===== config.mk =====
export PLATFORM = sky130hd
export DESIGN_NAME = sipo16_loader
export DESIGN_NICKNAME = d
export VERILOG_FILES = /design/src/rtl/sipo16_loader.sv
export SDC_FILE = /design/constraint.sdc
export NUM_CORES = 1
export LEC_CHECK = 0
export CAP_MARGIN = 20
export CORE_MARGIN = 10
export CORE_UTILIZATION = 46
export DETAILED_ROUTE_END_ITERATION = 6
export PLACE_DENSITY = 0.75
export SLEW_MARGIN = 5
export SYNTH_ARGS = -nofsm -noshare
export SYNTH_HDL_FRONTEND = slang
export SYNTH_SLANG_ARGS = --single-unit
export TNS_END_PERCENT = 30

===== constraint.sdc =====
create_clock -name clk -period 1.6 [get_ports clk]
set_input_delay 0.24 -clock clk [delete_from_list [all_inputs] [get_ports clk]]
set_output_delay 0.24 -clock clk [all_outputs]
set_load 0.03 [all_outputs]

===== src/rtl/sipo16_loader.sv =====
// Serial-to-parallel word assembler with a one-word output slot and valid/ready handoff.
// A word completing while the slot is still held is dropped and flagged on overrun.
module sipo16_loader #(
    parameter int unsigned WIDTH     = 16,
    parameter bit          MSB_FIRST = 1'b1
) (
    input  logic             clk,
    input  logic             rst_n,
    input  logic             ser_in,
    input  logic             ser_valid,
    input  logic             frame_start,
    output logic [WIDTH-1:0] par_out,
    output logic             par_valid,
    input  logic             par_ready,
    output logic             overrun,
    output logic             busy
);

    localparam int unsigned CntW = (WIDTH > 1) ? $clog2(WIDTH) : 1;
    localparam logic [CntW-1:0] LastCnt = CntW'(WIDTH - 1);

    typedef enum logic [0:0] {
        StIdle,
        StShift
    } state_e;

    state_e           state;
    logic [WIDTH-1:0] shift_reg;
    logic [CntW-1:0]  count;

    logic [WIDTH-1:0] first_word;
    logic [WIDTH-1:0] shifted_word;
    logic             start_bit;
    logic             shift_bit;
    logic             word_done;
    logic             slot_free;

    always_comb begin
        first_word   = '0;
        shifted_word = '0;
        if (MSB_FIRST) begin
            first_word   = {{(WIDTH-1){1'b0}}, ser_in};
            shifted_word = {shift_reg[WIDTH-2:0], ser_in};
        end else begin
            first_word   = {ser_in, {(WIDTH-1){1'b0}}};
            shifted_word = {ser_in, shift_reg[WIDTH-1:1]};
        end
    end

    // frame_start wins in both states, so a resync simply restarts the word.
    always_comb begin
        start_bit = ser_valid && frame_start;
        shift_bit = ser_valid && !frame_start && (state == StShift);
        word_done = shift_bit && (count == LastCnt);
        slot_free = !par_valid || par_ready;
    end

    always_ff @(posedge clk or negedge rst_n) begin
        if (!rst_n) begin
            state     <= StIdle;
            shift_reg <= '0;
            count     <= '0;
            par_out   <= '0;
            par_valid <= 1'b0;
            overrun   <= 1'b0;
            busy      <= 1'b0;
        end else begin
            overrun <= 1'b0;
            if (par_valid && par_ready) begin
                par_valid <= 1'b0;
            end

            if (start_bit) begin
                shift_reg <= first_word;
                count     <= CntW'(1);
                state     <= StShift;
                busy      <= 1'b1;
            end else if (shift_bit) begin
                shift_reg <= shifted_word;
                if (word_done) begin
                    count <= '0;
                    state <= StIdle;
                    busy  <= 1'b0;
                    if (slot_free) begin
                        par_out   <= shifted_word;
                        par_valid <= 1'b1;
                    end else begin
                        overrun <= 1'b1;
                    end
                end else begin
                    count <= count + 1'b1;
                end
            end
        end
    end

endmodule


**After elaboration in Yosys (flattened, before gate mapping)**

Index checks and enable logic that the tools add are counted.

- Flip-flop bits (word level): 38
- Latch bits: 0
- Bits in writable memories: 0
- Bits in read-only memories: 0
- Bits of input ports: 6
- Logic and storage cells: 38
- Memories kept: 0

- Add/subtract/negate cells: 1
- Multiply operators: 0
- Divide/modulo/power cells: 0
- $lt $le $gt $ge: 0
- Equality and inequality tests: 1
- Shift-type cells: 0
- Mux-type cells: 17
- Bitwise gates (word level): 1
- Reductions and logical operators: 12

Operators with widths:

| kind | count |
|---|---|
| 2-to-1 mux 15 bit | 2 |
| 2-to-1 mux 1 bit | 12 |
| 2-to-1 mux 4 bit | 3 |
| logical AND 1 bit | 5 |
| adder 4 x 1 -> 4 bit, second input constant | 1 |
| equality test 4 bit, second input constant | 1 |
| AND reduction 4 bit | 1 |
| nonzero test 2 bit | 2 |
| logical NOT 1 bit | 2 |
| AND reduction 2 bit | 1 |
| logical OR 1 bit | 1 |
| NOT 1 bit | 1 |

**Logic depth before layout (Yosys ltp)**

Gate-level depths: netlist (run 1).

- Depth in word-level cells: 7
- Mapped depth: 6
- Gate-level depth less buffers: 4

**Worst setup path before layout (run 1)**

No wires, ideal clock.

- Path type: register -> register
- Start: reg state
- End: reg par_out[10]
- Library setup time: 0.125 ns
- Arrival time: 1.522 ns
- Setup slack: -0.047 ns
- Stages on the path, launching flop included: 6
- Buffers on the path: 2
- Period minus slack after synthesis: 1.647 ns
- Cell sequence: dfrtp_1 > and3_1 > and3_1 > buf_6 > buf_6 > mux2_4

- Longest elaborated chain between the ends: 3

Ends and longest elaborated chain:

| element | line | RTL |
|---|---|---|
| start: declaration | 27 | `state_e state;` |
| start signal: assignment | 60 | `state <= StIdle;` |
| start signal: assignment | 76 | `state <= StShift;` |
| start signal: assignment | 82 | `state <= StIdle;` |
| logical AND 1 bit (*) | 53 | `shift_bit = ser_valid && !frame_start && (state == StShift);` |
| logical AND 1 bit | 54 | `word_done = shift_bit && (count == LastCnt);` |
| AND reduction 4 bit (no source line) (*) | n/a |  |
| end signal: assignment | 85 | `par_out <= shifted_word;` |
| end: declaration | 12 | `output logic [WIDTH-1:0] par_out,` |

Every way passes the cells marked *; elsewhere a longest branch is shown, timed or not.
A chain may end at the register's enable or synchronous reset.

**Worst setup path in the final report (run 1)**

- Start: reg count[1]
- End: reg par_out[13]

- Longest elaborated chain between the ends: 3

Ends and longest elaborated chain:

| element | line | RTL |
|---|---|---|
| start: declaration | 29 | `logic [CntW-1:0] count;` |
| start signal: assignment | 75 | `count <= CntW'(1);` |
| start signal: assignment | 91 | `count <= count + 1'b1;` |
| equality test 4 bit | 54 |  |
| logical AND 1 bit | 54 |  |
| AND reduction 4 bit (no source line) | n/a |  |

Every way passes these cells.

==> results of run 1 <==
==> layer usage <==
layer | track usage [%] | wire length [um] | up-vias
met4 | 5.47 | 71 | 0
met1 | 12.4 | 1340 | 477
met5 | 0 | 0 | -
met3 | 4.31 | 207 | 9
met2 | 16.9 | 1500 | 30
li1 | - | - | 446
==> power groups by stage <==
stage,combinational (mW),sequential [mW],clock (mW)
after floorplan,0.0704,1.04,0
after global placement,0.155,1.04,0
after detailed placement,0.167,1.04,0
after CTS,0.171,1.02,0.865
after global routing,0.191,1.03,0.911
final,0.169,1.02,0.857
==> placed cells by master, fill, tap and decap left out, types with 2 or more instances in the layout <==
master	n
dfrtp_1	37
a22o_1	17
nand2_1	4
o21ai_0	3
clkbuf_4	5
buf_4	8
mux2_2	6
mux2_4	11
and3_4	2
dlygate4sd2_1	19
and3b_1	2
bufinv_16	2
nor2_1	3
clkdlybuf4s50_1	4
buf_12	2
==> cell type report <==
| class | instances | area, um2 | share of cell area, % |
|---|---|---|---|
| flip-flops and latches | 38 | 952 | 47.7 |
| multi-input cells | 56 | 526 | 26.3 |
| repair buffers | 36 | 347 | 17.4 |
| clock inverters | 2 | 60.1 | 3.01 |
| well taps | 44 | 55.1 | 2.76 |
| clock buffers | 6 | 51.3 | 2.57 |
| inverters | 1 | 3.75 | 0.188 |
==> through the flow <==
| stage | std cells | instance area (um2) | power, mW |
|---|---|---|---|
| floorplan | 100 | 1500 | 1.11 |
| global route | 183 | 1990 | 2.13 |
| CTS | 182 | 1970 | 2.06 |
| finish | 183 | 1990 | 2.05 |
| detailed placement | 173 | 1860 | 1.21 |
| global placement | 173 | 1860 | 1.19 |
==> worst max-delay path: stages, from the launching register on <==
cell and delay (ns):
dfrtp_1 0.38, ha_2 0.20, and3_4 0.19, and3_4 0.22, buf_12 0.14, mux2_2 0.33
==> repair_timing <==
item | CTS | global route
setup endpoints to repair | 25 | 5
pin swaps | 1 | 2
cloned | 0 | 1
resized for setup | 22 | 0
hold endpoints to repair | 23 | 0
hold buffers | 1 | 0
==> cell families (layout without fill, tap and decap cells) <==
family / Yosys count / count (layout) / share of synthesized area [%]
compound gates: 25 / 25 / 13.0
simple gates: 13 / 13 / 4.84
mux: 17 / 17 / 15.3
fa+ha+maj: 1 / 1 / 0.834
buf+inv: 6 / 45 / 2.67
flops: 38 / 38 / 63.4
==> worst max-delay path by stage <==
| stage | slack (ns) | startpoint | endpoint |
|---|---|---|---|
| 2_1_floorplan | 0.006 | count[0] | par_out[10] |
| 3_3_place_gp | -0.12 | frame_start | par_out[12] |
| 3_5_place_dp | -0.18 | ser_valid | par_out[14] |
| 4_1_cts | 0.009 | count[1] | par_out[1] |
| 5_1_grt | -0.009 | count[1] | par_out[0] |
| 6_report | 0.03 | count[1] | par_out[13] |
==> reports/results.tsv, run 1 <==
metric	value	unit
post-synthesis sequential area ratio	63.4	%
WS Path Type	reg -> reg	
Synth top area share	63.4	%
final worst path period share	98.0	%
1st-iter DRT viols	41	
vias per cell	5.26	
layout cells sized above 1	29.5	%
Commonest cells post-synth	dfrtp_1 (38), a22o_1 (17), mux2_4 (10)	
Reg-to-Reg End	par_out[13]	
Netlist Area Pre-Place	1500	um2
# port buffers	24	
ys async rst share	100	%
IR Drop Worst-Case VDD	0.000881	V
Synth Area per Inst	15.0	um2
GRT Total Usage	10.8	%
diode count	0	
Layout area overhead	32.9	%
status	finished, final reports clean	
fin nets	145	
Syn Nets	107	
clock power share	41.8	%
largest area contributor in the synthesized netlist	dfrtp_1	
setup slack, reg-to-reg	0.03	ns
clk_lat worst skew	0.35	ns
postcts setup bufs	0	
r2r startpoint	count[1]	
count leader, synth	dfrtp_1	
final setup margin	0.0319	ns
Cell variety after synth	21	
Pint	1.60	mW
fillcell total	234	
largest net degree at the start of global routing	25	
gr ovfl total	0	
fin. max-slew vios	0	
Root Buffer	clkbuf_4	
initial antenna violation count	0	
Die W	77.1	um
max reg flops	16	
vias in the first global route	1042	
max_slew headroom	65.8	%
fmax	638	MHz
Fin. Hold Viols	0	
Ports	25	
Gate power share	8.3	%
sw power	0.444	mW
Sw Ratio	21.7	%
largest cells by area after synthesis	dfrtp_1 (63%), mux2_4 (10%), a22o_1 (9.9%)	
CP Max Fanout	8	
core area	3080	um2
worst min-delay path class	in -> async	
Worst setup SP type	register	
worst hold slack	0.383	ns
flops & latches, synth	38	
setup TNS	0	ns
Routed WL	3120	um
LEAKAGE	1.04	nW
CTS tree	yes	
WP data arrival	1.81	ns
DR WL/cell	17.0	um
Die H	77.1	um
DRT Pass-1 Iters	4	
final clock skew	0.00880	ns
initial cell density of the core	48.7	%
CTS Buffer Depth	2	
CP endpoint kind	register	
H-tree level count	2	
power share of the sequential group	49.9	%
data required time of the worst path	1.84	ns
Cells after Synth	100	
pre-CTS setup slack	-0.182	ns
Pwr per Cell Area	1030	nW/um2
worst slew pin tran	0.513	ns
Worst-path clk slew	0.12	ns
Inserted Clock Buffers	5	
vias	962	
Post-synth EDFFs	0	
row count	20	
Synth Flop Type	dfrtp_1	
unrepaired setup endpoints after global routing	yes	
Final Core Density	64.8	%
die area	5950	um2
Detail Route Antenna Nets	0	
fin crit period	1.57	ns
max_cap viols	0	
CTS Sinks	38	
reg2reg path depth	5	
final setup vio count	0	
YS warnings	0	
DRC	0	
global-route wire length before repair	5100	um
Placer Congestion	0.774	
(Power assumes the default switching activity.)
==> run 2, diff against run 1 <==
CTS_CLUSTER_DIAMETER = 200   (was default)
==> results of run 2 <==
No change in the layout: final DEF, timing and power equal those of run 1.
